[config.mk]
export PLATFORM = sky130hd
export DESIGN_NAME = uart_rx_framer
export DESIGN_NICKNAME = d
export VERILOG_FILES = /design/src/rtl/uart_rx_framer.sv
export SDC_FILE = /design/constraint.sdc
export NUM_CORES = 1
export LEC_CHECK = 0
export BUFFER_PORTS_ARGS = -buffer_cell sky130_fd_sc_hd__buf_2
export CAP_MARGIN = 30
export CORE_UTILIZATION = 65
export DETAILED_ROUTE_END_ITERATION = 8
export GPL_TIMING_DRIVEN = 1
export HOLD_SLACK_MARGIN = 0.12
export PLACE_DENSITY_LB_ADDON = 0.08
export SKIP_LAST_GASP = 1
export SLEW_MARGIN = 5
export SYNTH_ARGS = -nofsm -noshare
export SYNTH_HDL_FRONTEND = slang
export SYNTH_SLANG_ARGS = --single-unit
[constraint.sdc]
create_clock -name clk -period 4.67 [get_ports clk]
set_input_delay 1.1675 -clock clk [delete_from_list [all_inputs] [get_ports clk]]
set_output_delay 1.1675 -clock clk [all_outputs]
set_load 0.005 [all_outputs]
[src/rtl/uart_rx_framer.sv]
// uart_rx_framer: turns a UART byte stream into checksummed frames and queues payload bytes
// Ports:
//   clk, rst          clock, asynchronous active-high reset
//   s_tick            baud sample tick, drives the inter-byte timeout
//   rx_done_tick      one-cycle strobe qualifying rx_data
//   rx_data           received byte
//   m_data, m_last    FIFO head byte and its end-of-frame marker
//   m_valid, m_ready  FIFO handshake, pop on m_valid & m_ready
//   frame_ok          one-cycle pulse, checksum good and nothing dropped
//   frame_err         one-cycle pulse, frame aborted, LEN=0 or bad checksum
//   busy              framer is inside a frame
module uart_rx_framer #(
  parameter int DBIT_WIDTH = 8,
  parameter int FIFO_DEPTH = 8,
  parameter int TIMEOUT_TICKS = 640,
  parameter logic [7:0] SOF_BYTE = 8'hA5
) (
  input  logic                  clk,
  input  logic                  rst,
  input  logic                  s_tick,
  input  logic                  rx_done_tick,
  input  logic [DBIT_WIDTH-1:0] rx_data,
  output logic [DBIT_WIDTH-1:0] m_data,
  output logic                  m_last,
  output logic                  m_valid,
  input  logic                  m_ready,
  output logic                  frame_ok,
  output logic                  frame_err,
  output logic                  busy
);
  localparam int AW = $clog2(FIFO_DEPTH);
  localparam int CW = AW + 1;
  localparam int TW = $clog2(TIMEOUT_TICKS + 1);
  localparam logic [TW-1:0] TMAX = TW'(TIMEOUT_TICKS);
  typedef enum logic [1:0] {HUNT, LEN, PAYLOAD, CHK} state_t;
  state_t r_state, w_next;
  logic [DBIT_WIDTH-1:0] r_sum, r_rem;
  logic r_ovf, r_ok, r_err;
  logic [TW-1:0] r_tcnt;
  logic [DBIT_WIDTH-1:0] r_mem [FIFO_DEPTH];
  logic [FIFO_DEPTH-1:0] r_lastv;
  logic [AW-1:0] r_wr, r_rd;
  logic [CW-1:0] r_count;
  logic w_ok, w_err, w_to, w_pop, w_push_req, w_push, w_full;
  assign m_valid = r_count != '0;
  assign w_full = r_count == CW'(FIFO_DEPTH);
  assign w_pop = m_valid & m_ready;
  assign w_push_req = rx_done_tick && r_state == PAYLOAD;
  // a full FIFO can still take a byte when the head leaves in the same cycle
  assign w_push = w_push_req && (!w_full || w_pop);
  assign w_to = r_state != HUNT && r_tcnt >= TMAX;
  assign m_data = m_valid ? r_mem[r_rd] : '0;
  assign m_last = m_valid & r_lastv[r_rd];
  assign frame_ok = r_ok;
  assign frame_err = r_err;
  assign busy = r_state != HUNT;
  always_comb begin
    w_next = r_state;
    w_ok = 1'b0;
    w_err = 1'b0;
    // a byte arriving in the same cycle as the timeout wins
    if (rx_done_tick) begin
      unique case (r_state)
        HUNT: w_next = rx_data == SOF_BYTE ? LEN : HUNT;
        LEN: begin
          w_err = rx_data == '0;
          w_next = w_err ? HUNT : PAYLOAD;
        end
        PAYLOAD: w_next = r_rem == DBIT_WIDTH'(1) ? CHK : PAYLOAD;
        CHK: begin
          w_ok = DBIT_WIDTH'(r_sum + rx_data) == '0 && !r_ovf;
          w_err = !w_ok;
          w_next = HUNT;
        end
      endcase
    end else if (w_to) begin
      w_err = 1'b1;
      w_next = HUNT;
    end
  end
  always_ff @(posedge clk or posedge rst) begin
    if (rst) begin
      r_state <= HUNT;
      r_sum <= '0;
      r_rem <= '0;
      r_ovf <= 1'b0;
      r_ok <= 1'b0;
      r_err <= 1'b0;
      r_tcnt <= '0;
      r_wr <= '0;
      r_rd <= '0;
      r_count <= '0;
    end else begin
      r_state <= w_next;
      r_ok <= w_ok;
      r_err <= w_err;
      if (rx_done_tick && r_state == HUNT && rx_data == SOF_BYTE) r_ovf <= 1'b0;
      else if (w_push_req && !w_push) r_ovf <= 1'b1;
      if (rx_done_tick && r_state == LEN) begin
        r_sum <= rx_data;
        r_rem <= rx_data;
      end else if (w_push_req) begin
        r_sum <= r_sum + rx_data;
        r_rem <= r_rem - 1'b1;
      end
      r_tcnt <= (rx_done_tick || w_next == HUNT) ? '0 : (s_tick && r_tcnt != TMAX) ? r_tcnt + 1'b1 : r_tcnt;
      if (w_push) r_wr <= r_wr + 1'b1;
      if (w_pop) r_rd <= r_rd + 1'b1;
      r_count <= r_count + CW'(w_push) - CW'(w_pop);
    end
  end
  // storage needs no reset: m_valid gates what leaves
  always_ff @(posedge clk) begin
    if (w_push) begin
      r_mem[r_wr] <= rx_data;
      r_lastv[r_wr] <= r_rem == DBIT_WIDTH'(1);
    end
  end
endmodule

==> metrics.csv, run 1 <==
stage,metric,value,unit
run_status,status,"complete, no violations",
pwr,switch share,33.8,%
detailed_routing,drt wl/cell,21.2,um
timing,final slew viol count,0,
worst_setup_path,Worst R2R Start,r_count[1],
floorplanning,Die W,91.6,um
detailed_routing,vias per std cell,6.22,
worst_setup_path,WP depth,5,
detailed_routing,# DRC,0,
timing,Setup TNS,0,ps
global_route,Total GRT Usage,30.5,%
worst_setup_path,crit path cell chain,buf_4 -> mux4_2 -> mux2i_1 -> nor2_1 -> buf_2,
placement,placed wire-length estimate,6.92,mm
clock_network,TritonCTS Buffers,17,
global_route,largest net degree at the start of global routing,24,
worst_setup_path,FF-to-FF path depth,11,
clock_network,clk_lat worst skew,520,ps
pwr,sequential share of power,37.3,%
pwr,switching pwr,1.36,mW
detailed_routing,antenna-violating nets left,0,
global_route,initial antenna violation count,0,
timing,RSZ-0062 raised after global routing,no,
cells_and_area,most frequent cells in the layout,"edfxtp_1 (72), dfrtp_1 (41), nor2_1 (40), nand2_1 (29), buf_2 (25)",
pwr,peak supply drop,0.377,mV
timing,setup violators final,0,
timing,WHS,490,ps
clock_network,H-tree Lvls,4,
clock_network,post-cts sizing count,0,
worst_setup_path,RR Endpoint,r_count[2],
clock_network,CTS root buf,clkbuf_8,
synth,number of synthesized flops with an enable pin,72,
timing,Tcrit/Tclk final,76.6,%
clock_network,CTS tree,yes,
floorplanning,die height,91.6,um
synth,post-synthesis cell count,383,
floorplanning,# IOs,26,
clock_network,largest buffer count on any clock path,2,
floorplanning,die area,8390,sq um
synth,syn nets,417,
worst_setup_path,startpoint type of the worst setup path,flop,
synth,Yosys reg bits,113,
cells_and_area,# diodes,0,
timing,worst clock skew,4.76,ps
pwr,Combinational Power Share,31.8,%
synth,most used flip-flop cell after synthesis,edfxtp_1,
cells_and_area,"Core Util, Final",78.6,%
synth,Post-synth ARST share,36.3,%
timing,min Tclk post-route,3580,ps
synth,"Seq/Total Area, Yosys",61.1,%
timing,Final Hold Fails,0,
worst_setup_path,Setup crit end kind,output port,
min_path,HP Start,r_sum[0],
worst_setup_path,Critical Path RT,3500,ps
clock_network,setup repair bufs after CTS,0,
pwr,Clock power frac,30.9,%
global_route,global-route wire length before repair,18.2,mm
global_route,grt ovf,0,
pwr,Pwr per Cell Area,661,nW/um^2
worst_setup_path,Worst Path Buf+Inv,2,
detailed_routing,routed vias,3359,
synth,mapped cell area,5220,sq um
placement,GPL Wtd Cong,0.828,
floorplanning,CORE AREA,7730,sq um
timing,fmax,280,MHz
min_path,Hold Path End,r_sum[0],
clock_network,Worst-path clk slew,60,ps
pwr,Lkg Pwr,2.42,nW
floorplanning,Std-Cell Rows,32,
synth,number of distinct library cells after synthesis,49,
pwr,P_int,2.66,mW
detailed_routing,Routed WL,11.4,mm
clock_network,hold buffer count at cts,0,
global_route,number of global-route vias before repair,3394,
worst_setup_path,CP Class,flop to output port,
floorplanning,Initial Utilization,67.5,%
min_path,hold path cells,2,
synth,Post-Synthesis Mean Instance Area,13.6,sq um
flow_run,max_cap viols,0,
worst_setup_path,R2R Setup Slk,1720,ps
cells_and_area,Final #Nets,459,
detailed_routing,DRT Pass-1 Iters,5,
worst_setup_path,"slowest stage delay, CP",580,ps
placement,I/O Buffers,25,
worst_setup_path,CP Max Fanout,16,
cells_and_area,"commonest non-fill, non-tap cell in the layout",edfxtp_1,
timing,relative slew slack,36.9,%
cells_and_area,Area Overhead vs Synth,16.4,%
worst_setup_path,critical path's slowest cell,mux4_2,
timing,slew of the pin with the lowest slew margin,943,ps
synth,Synth Warn #,0,
worst_setup_path,crit path DAT,2410,ps
clock_network,Sink Count,113,
worst_setup_path,crit-path leading delay family,multiplexers,
detailed_routing,Iteration-0 DRC Markers,210,
cells_and_area,share of cells above drive strength 1,19.6,%
min_path,worst hold path class,flop to flop,
[worst max path at each step]
stage                 startpoint     endpoint  slack, ps
floorplan           rx_done_tick   r_lastv[0]       1790
global placement    rx_done_tick  r_mem[5][3]       1490
detailed placement    rx_data[0]     frame_ok       1390
global route             r_rd[0]    m_data[5]        960
CTS                      r_rd[0]    m_data[5]       1030
finish                   r_rd[0]    m_data[5]       1090
[registers in the layout, summed over array words and instances, names as in the netlist, 2 cells and up]
name     cells
r_count      4
r_lastv      8
r_mem       64
r_rd         3
r_rem        8
r_state      2
r_sum        8
r_tcnt      10
r_wr         3
[final cells by class]
cell class | instances | area, sq um
clock buffer | 17 | 414
clock inverter | 15 | 160
fill | 435 | 1660
inverter | 23 | 86.3
multi-input combinational | 238 | 1900
sequential | 113 | 3190
tap | 102 | 128
timing repair buffer | 32 | 198
[cell usage after synthesis, types with 7 or more instances]
master	number	area, sq um
nand3_1	8	40.0
nor3_1	7	35.0
o21ai_0	7	35.0
inv_1	23	86.3
xnor2_1	8	70.1
dfrtp_1	41	1030
xor2_1	11	96.3
nand2b_1	7	43.8
ha_1	19	238
nor2_1	40	150
mux4_2	18	405
a21oi_1	11	55.1
mux2i_1	10	100
nand2_1	29	109
edfxtp_1	72	2160
[routing by layer]
layer / GRT usage (%) / vias up / wire length, um
met3: 8.21 / 18 / 567
met1: 38.9 / 1691 / 4870
met2: 50.8 / 131 / 5820
li1: - / 1519 / -
met5: 0 / - / 0
met4: 10.3 / 0 / 193
[through the flow]
stage / setup WS [ps] / cells / power (mW) / cell area [sq um]
after floorplan: 1790 / 383 / 2.39 / 5220
after global placement: 1490 / 507 / 2.68 / 5470
after detailed placement: 1390 / 507 / 2.75 / 5470
after CTS: 1030 / 539 / 4.03 / 6040
after global routing: 955 / 540 / 4.23 / 6070
final: 1090 / 540 / 4.01 / 6070
[power by group through the flow]
stage | Sequential, mW | Combinational (mW) | Clock (mW)
2_1_floorplan | 1.40 | 0.999 | 0
3_3_place_gp | 1.49 | 1.20 | 0
3_5_place_dp | 1.50 | 1.25 | 0
4_1_cts | 1.49 | 1.28 | 1.25
5_1_grt | 1.52 | 1.42 | 1.30
6_report | 1.50 | 1.28 | 1.24
[worst reg2reg max path, cell delays in order, from the launching register on]
cell     delay (ps)
dfrtp_1         440
nor2_1          310
and2_1          500
inv_1           140
nand2_1         210
inv_1           130
ha_1            310
inv_1            60
ha_1            160
inv_1            60
fa_1            380
xnor2_1         180
[logic make-up after synthesis]
family | Yosys count | synth area share [%]
flip-flops | 113 | 61.1
XOR/XNOR | 19 | 3.19
buffers and inverters | 32 | 2.52
multiplexers | 30 | 10.1
adder cells (fa/ha/maj) | 21 | 5.33
AND/OR/NAND/NOR | 119 | 10.9
AO/OA/AOI/OAI | 49 | 6.79
(Power assumes the default switching activity.)
==> inputs of run 2 (changes only) <==
- CORE_UTILIZATION: 65 -> 61
- clock period: 4.67 -> 3.3 ns (I/O delays scaled with it)
==> run 2 against run 1 <==
  * Die area grew 6.4%
  * Utilization fell by 3.6 points
  * Critical path depth did not move
  * Hold slack lost 310 ps
  * Routed wire length down 11%
==> metrics.csv, run 2 (synthesized netlist as in run 1, its figures left out) <==
stage,metric,value,unit,change
worst_setup_path,RR Endpoint,r_count[2],,
global_route,largest net degree at the start of global routing,27,,+13%
pwr,total power,5.77,mW,+44%
cells_and_area,top flop regs,"r_mem: 64 flops, r_tcnt: 10 flops",,
global_route,Total GRT Usage,26.0,%,-4.5 points
clock_network,TritonCTS Buffers,17,,unchanged
detailed_routing,DRT Pass-1 Iters,4,,-1
cells_and_area,"commonest non-fill, non-tap cell in the layout",edfxtp_1,,
pwr,Clock power frac,32.6,%,+1.7 points
global_route,number of global-route vias before repair,3316,,-2.3%
detailed_routing,# DRC,0,,unchanged
pwr,Combinational Power Share,32.1,%,+0.3 points
cells_and_area,Reg with most FFs,r_mem,,
cells_and_area,Final #Nets,468,,+2.0%
pwr,Pwr per Cell Area,933,nW/um^2,+41%
timing,worst clock skew,7.87,ps,+3.11 ps
pwr,sequential share of power,35.3,%,-2.0 points
timing,setup violators final,0,,unchanged
worst_setup_path,CP Class,flop to output port,,
placement,GPL Wtd Cong,0.860,,+3.9%
clock_network,Sink Count,113,,unchanged
timing,Tcrit/Tclk final,89.4,%,
global_route,initial antenna violation count,0,,unchanged
clock_network,hold buffer count at cts,0,,unchanged
worst_setup_path,end of the critical path,m_data[7],,
placement,Area after DPL,5540,sq um,+1.3%
worst_setup_path,critical path's slowest cell,mux4_2,,
worst_setup_path,Setup crit end kind,output port,,
timing,final slew viol count,0,,unchanged
cells_and_area,Layout Cell Area excl Fill,6190,sq um,+2.0%
clock_network,clk_lat worst skew,510,ps,about the same
worst_setup_path,startpoint type of the worst setup path,flop,,
min_path,worst hold path class,input port to async pin,,
detailed_routing,drt wl/cell,18.5,um,-13%
pwr,switching pwr,1.84,mW,+36%
floorplanning,CORE AREA,8260,sq um,+6.9%
pwr,peak supply drop,0.464,mV,+23%
worst_setup_path,"slowest stage delay, CP",560,ps,-20 ps
pwr,Lkg Pwr,2.49,nW,+2.8%
timing,relative slew slack,56.6,%,+20 points
worst_setup_path,CP startpoint,r_rd[0],,
flow_run,max_cap viols,0,,unchanged
worst_setup_path,CP Max Fanout,20,,+4
global_route,global-route wire length before repair,16.6,mm,-8.8%
floorplanning,Std-Cell Rows,33,,+3.1%
worst_setup_path,Worst Path Buf+Inv,2,,unchanged
placement,I/O Buffers,25,,unchanged
floorplanning,die height,94.5,um,+3.2%
run_status,status,"complete, no violations",,
placement,Cells after DPL,519,,+2.4%
floorplanning,die area,8920,sq um,+6.4%
worst_setup_path,crit-path leading delay family,multiplexers,,
clock_network,CTS root buf,clkbuf_8,,
clock_network,setup repair bufs after CTS,0,,unchanged
timing,Setup TNS,0,ps,unchanged
cells_and_area,# diodes,0,,unchanged
clock_network,post-cts sizing count,0,,unchanged
cells_and_area,share of cells above drive strength 1,21.3,%,+1.6 points
floorplanning,Die W,94.5,um,+3.2%
worst_setup_path,WP depth,5,,unchanged
clock_network,H-tree Lvls,4,,unchanged
cells_and_area,max reg flops,64,,unchanged
clock_network,largest buffer count on any clock path,2,,unchanged
placement,placed wire-length estimate,6.61,mm,-4.4%
cells_and_area,most frequent cells in the layout,"edfxtp_1 (72), dfrtp_1 (41), nor2_1 (40), nand2_1 (29), buf_2 (25)",,
worst_setup_path,FF-to-FF path depth,12,,+1
worst_setup_path,crit path cell chain,buf_4 -> mux4_2 -> mux2i_1 -> nor2_1 -> buf_2,,
cells_and_area,Area Overhead vs Synth,18.7,%,
timing,Final Hold Fails,0,,unchanged
clock_network,Worst-path clk slew,60,ps,about the same
cells_and_area,Non-Filler Instances,552,,+2.2%
detailed_routing,Routed WL,10.2,mm,-11%
detailed_routing,Iteration-0 DRC Markers,195,,-7.1%
clock_network,CTS tree,yes,,
worst_setup_path,Worst R2R Start,r_count[1],,
worst_setup_path,Critical Path RT,2470,ps,-1030 ps
floorplanning,Initial Utilization,63.2,%,-4.3 points
timing,fmax,339,MHz,
detailed_routing,vias per std cell,5.83,,-6.2%
detailed_routing,antenna-violating nets left,0,,unchanged
timing,min Tclk post-route,2950,ps,
detailed_routing,routed vias,3220,,-4.1%
worst_setup_path,R2R Setup Slk,790,ps,-930 ps
global_route,grt ovf,0,,unchanged
floorplanning,# IOs,26,,unchanged
timing,RSZ-0062 raised after global routing,no,,
timing,slew of the pin with the lowest slew margin,652,ps,-292 ps
pwr,switch share,31.9,%,-1.9 points
pwr,P_int,3.93,mW,+48%
worst_setup_path,crit path DAT,2120,ps,-290 ps
## run 2: how the worst min path moves through the flow
stage,to,slack [ps],cells after the start
floorplan,r_sum[0],440,2
global placement,r_sum[0],470,2
finish,r_tcnt[0],180,2
CTS,r_rd[2],400,2
detailed placement,r_sum[0],490,2
global route,r_tcnt[0],160,2
## run 2: area by class of cell
type | instances | area [sq um]
clock buffers | 17 | 414
multi-input cells | 238 | 1900
flip-flops and latches | 113 | 3190
fillers | 537 | 2070
repair buffers | 41 | 265
well taps | 105 | 131
clock inverters | 15 | 208
inverters | 23 | 86.3
## run 2: power by group through the flow
stage / Combinational (mW) / Sequential (mW) / Clock [mW]
detailed placement: 1.85 / 2.05 / 0
global placement: 1.81 / 2.04 / 0
global route: 2.09 / 2.06 / 1.97
CTS: 1.87 / 2.03 / 1.91
finish: 1.85 / 2.04 / 1.88
floorplan: 1.41 / 1.98 / 0
## run 2: metrics by stage
step           util [%]  hold WS, ps  worst slack, ps
2_1_floorplan         -          443              762
3_3_place_gp       67.1          465              488
3_5_place_dp       67.1          486              434
4_1_cts            74.6          402              303
5_1_grt            75.0          165              221
6_report           75.0          180              351
## run 2: metal layers
| layer | global-route usage, % | routed length [um] | vias up |
|---|---|---|---|
| met2 | 44.5 | 5280 | 87 |
| met1 | 32.7 | 4390 | 1591 |
| met3 | 5.56 | 421 | 10 |
| met5 | 0 | 0 | - |
| met4 | 9.47 | 100 | 0 |
| li1 | - | - | 1532 |
==> inputs of run 3 (changes only) <==
- BUFFER_PORTS_ARGS: -buffer_cell sky130_fd_sc_hd__buf_2 -> -buffer_cell sky130_fd_sc_hd__buf_4
- CELL_PAD_IN_SITES_DETAIL_PLACEMENT: not set -> 1
- CELL_PAD_IN_SITES_GLOBAL_PLACEMENT: not set -> 1
- CORE_ASPECT_RATIO: not set -> 0.5
- CORE_UTILIZATION: 61 -> 51
==> run 3 against run 2 <==
  * Clock power down 10%
  * Utilization down 11 points
  * Final area down 0.30%
  * Non-clock buffer count down 3
  * Flip-flop and latch count unchanged
  * Highest routed layer unchanged
  * Register-to-register slack worse by 130 ps
  * First-iteration DRC count up 3.6%
  * Routed wire length up 23%
  * Clock skew down 0.74 ps
  * Global-route usage about the same
==> metrics.csv, run 3 (synthesized netlist as in run 1, its figures left out) <==
stage,metric,value,unit,change
floorplanning,# IOs,26,,unchanged
timing,fmax,338,MHz,-0.24%
floorplanning,die area,10700,sq um,+19%
detailed_routing,antenna-violating nets left,0,,unchanged
detailed_routing,Iteration-0 DRC Markers,202,,+3.6%
global_route,Total GRT Usage,26.0,%,+0.031 points
worst_setup_path,crit path DAT,2130,ps,about the same
timing,Setup WS post-layout,343,ps,-7.21 ps
global_route,global-route wire length before repair,19.8,mm,+19%
timing,slew of the pin with the lowest slew margin,884,ps,+232 ps
placement,GPL Wtd Cong,0.835,,-2.9%
cells_and_area,max reg flops,64,,unchanged
timing,relative slew slack,41.1,%,-15 points
detailed_routing,DRT Pass-1 Iters,4,,unchanged
floorplanning,CORE AREA,9700,sq um,+17%
cells_and_area,# diodes,0,,unchanged
timing,Final Hold Fails,0,,unchanged
floorplanning,Initial Utilization,53.8,%,-9.4 points
pwr,Pwr per Cell Area,933,nW/um^2,about the same
worst_setup_path,crit-path leading delay family,flip-flops,,
worst_setup_path,Setup crit end kind,output port,,
timing,final slew viol count,0,,unchanged
cells_and_area,Final #Nets,465,,-0.64%
pwr,Combinational Power Share,34.2,%,+2.1 points
cells_and_area,Area Overhead vs Synth,18.3,%,
timing,setup violators final,0,,unchanged
clock_network,setup repair bufs after CTS,0,,unchanged
detailed_routing,Routed WL,12.6,mm,+23%
worst_setup_path,Worst R2R Start,r_count[1],,
cells_and_area,"commonest non-fill, non-tap cell in the layout",edfxtp_1,,
min_path,worst hold path class,input port to async pin,,
timing,min Tclk post-route,2960,ps,+7.21 ps
worst_setup_path,Critical Path RT,2470,ps,about the same
timing,RSZ-0062 raised after global routing,no,,
detailed_routing,vias per std cell,5.78,,-0.90%
clock_network,clk_lat worst skew,410,ps,-100 ps
detailed_routing,drt wl/cell,21.7,um,+18%
cells_and_area,share of cells above drive strength 1,20.5,%,-0.76 points
cells_and_area,Reg with most FFs,r_mem,,
placement,Area after DPL,5630,sq um,+1.5%
timing,WHS,494,ps,+314 ps
global_route,number of global-route vias before repair,3649,,+10%
worst_setup_path,R2R Setup Slk,660,ps,-130 ps
pwr,Lkg Pwr,2.46,nW,-1.1%
run_status,status,"complete, no violations",,
global_route,initial antenna violation count,0,,unchanged
clock_network,hold buffer count at cts,0,,unchanged
worst_setup_path,CP Class,flop to output port,,
placement,placed wire-length estimate,8.27,mm,+25%
cells_and_area,"Core Util, Final",63.6,%,-11 points
placement,Cells after DPL,547,,+5.4%
pwr,P_int,3.79,mW,-3.6%
floorplanning,Std-Cell Rows,25,,-24%
worst_setup_path,startpoint type of the worst setup path,flop,,
global_route,grt ovf,0,,unchanged
worst_setup_path,CP Max Fanout,20,,unchanged
pwr,Clock power frac,29.4,%,-3.2 points
timing,Setup TNS,0,ps,unchanged
worst_setup_path,WP depth,4,,-1
clock_network,post-cts sizing count,0,,unchanged
flow_run,max_cap viols,0,,unchanged
clock_network,CTS root buf,clkbuf_16,,
clock_network,CTS tree,yes,,
cells_and_area,Layout Cell Area excl Fill,6170,sq um,-0.30%
clock_network,largest buffer count on any clock path,2,,unchanged
worst_setup_path,Worst Path Buf+Inv,1,,-1
worst_setup_path,critical path's slowest cell,dfrtp_1,,
worst_setup_path,"slowest stage delay, CP",920,ps,+360 ps
worst_setup_path,RR Endpoint,r_count[2],,
cells_and_area,area of the multi-input gates,1900,sq um,unchanged
worst_setup_path,FF-to-FF path depth,12,,unchanged
cells_and_area,fill count,934,,+74%
floorplanning,die height,73.5,um,-22%
pwr,total power,5.76,mW,-0.30%
cells_and_area,most frequent cells in the layout,"edfxtp_1 (72), dfrtp_1 (41), nor2_1 (40), buf_4 (38), nand2_1 (29)",,
detailed_routing,routed vias,3347,,+3.9%
pwr,switching pwr,1.97,mW,+6.7%
pwr,peak supply drop,0.395,mV,-15%
clock_network,TritonCTS Buffers,17,,unchanged
cells_and_area,top flop regs,"r_mem: 64 flops, r_tcnt: 10 flops",,
floorplanning,Die W,145,um,+54%
global_route,largest net degree at the start of global routing,27,,unchanged
worst_setup_path,crit path cell chain,mux4_2 -> mux2i_1 -> nor2_1 -> buf_4,,
detailed_routing,# DRC,0,,unchanged
placement,I/O Buffers,25,,unchanged
placement,Post-Place Worst Slack,424,ps,-10.2 ps
clock_network,Worst-path clk slew,60,ps,about the same
clock_network,Sink Count,113,,unchanged
pwr,sequential share of power,36.4,%,+1.1 points
timing,Tcrit/Tclk final,89.6,%,+0.22 points
cells_and_area,Non-Filler Instances,579,,+4.9%
cells_and_area,Seq. cell area,3190,sq um,unchanged
pwr,switch share,34.1,%,+2.2 points
timing,worst clock skew,7.14,ps,-0.736 ps
clock_network,H-tree Lvls,4,,unchanged
## run 3: cell types whose count changed in the layout (fill, tap and decap cells not counted), moves of 3 or more
cell,delta
bufinv_16,-3
clkinv_4,-3
buf_2,-25
buf_4,+23
clkinv_2,+5
## run 3: final cells by class
cell class / instances / area share, %
clock inverters: 14 / 1.89
repair buffers: 38 / 4.62
clock buffers: 18 / 6.95
flip-flops and latches: 113 / 51.7
inverters: 23 / 1.40
well taps: 135 / 2.74
multi-input cells: 238 / 30.7
## run 3: power groups by stage
stage	Clock (mW)	Combinational [mW]	Sequential [mW]
finish	1.69	1.97	2.09
global route	1.77	2.18	2.13
CTS	1.71	2.00	2.10
detailed placement	0	1.96	2.12
global placement	0	1.83	2.09
floorplan	0	1.41	1.98
## run 3: worst max path at each step
stage                            start    endpoint
after floorplan           rx_done_tick  r_lastv[0]
after global placement    rx_done_tick  r_count[2]
after detailed placement    rx_data[0]   frame_err
after CTS                      r_rd[1]   m_data[6]
after global routing           r_rd[1]   m_data[6]
final                          r_rd[1]   m_data[6]
## run 3: per-layer routing
layer	share of wire (%)	track usage (%)	routed length, um
met5	0	0	0
met2	51	46.6	6370
met4	1.2	7.92	155
met3	6.3	7.33	791
met1	42	31.2	5260
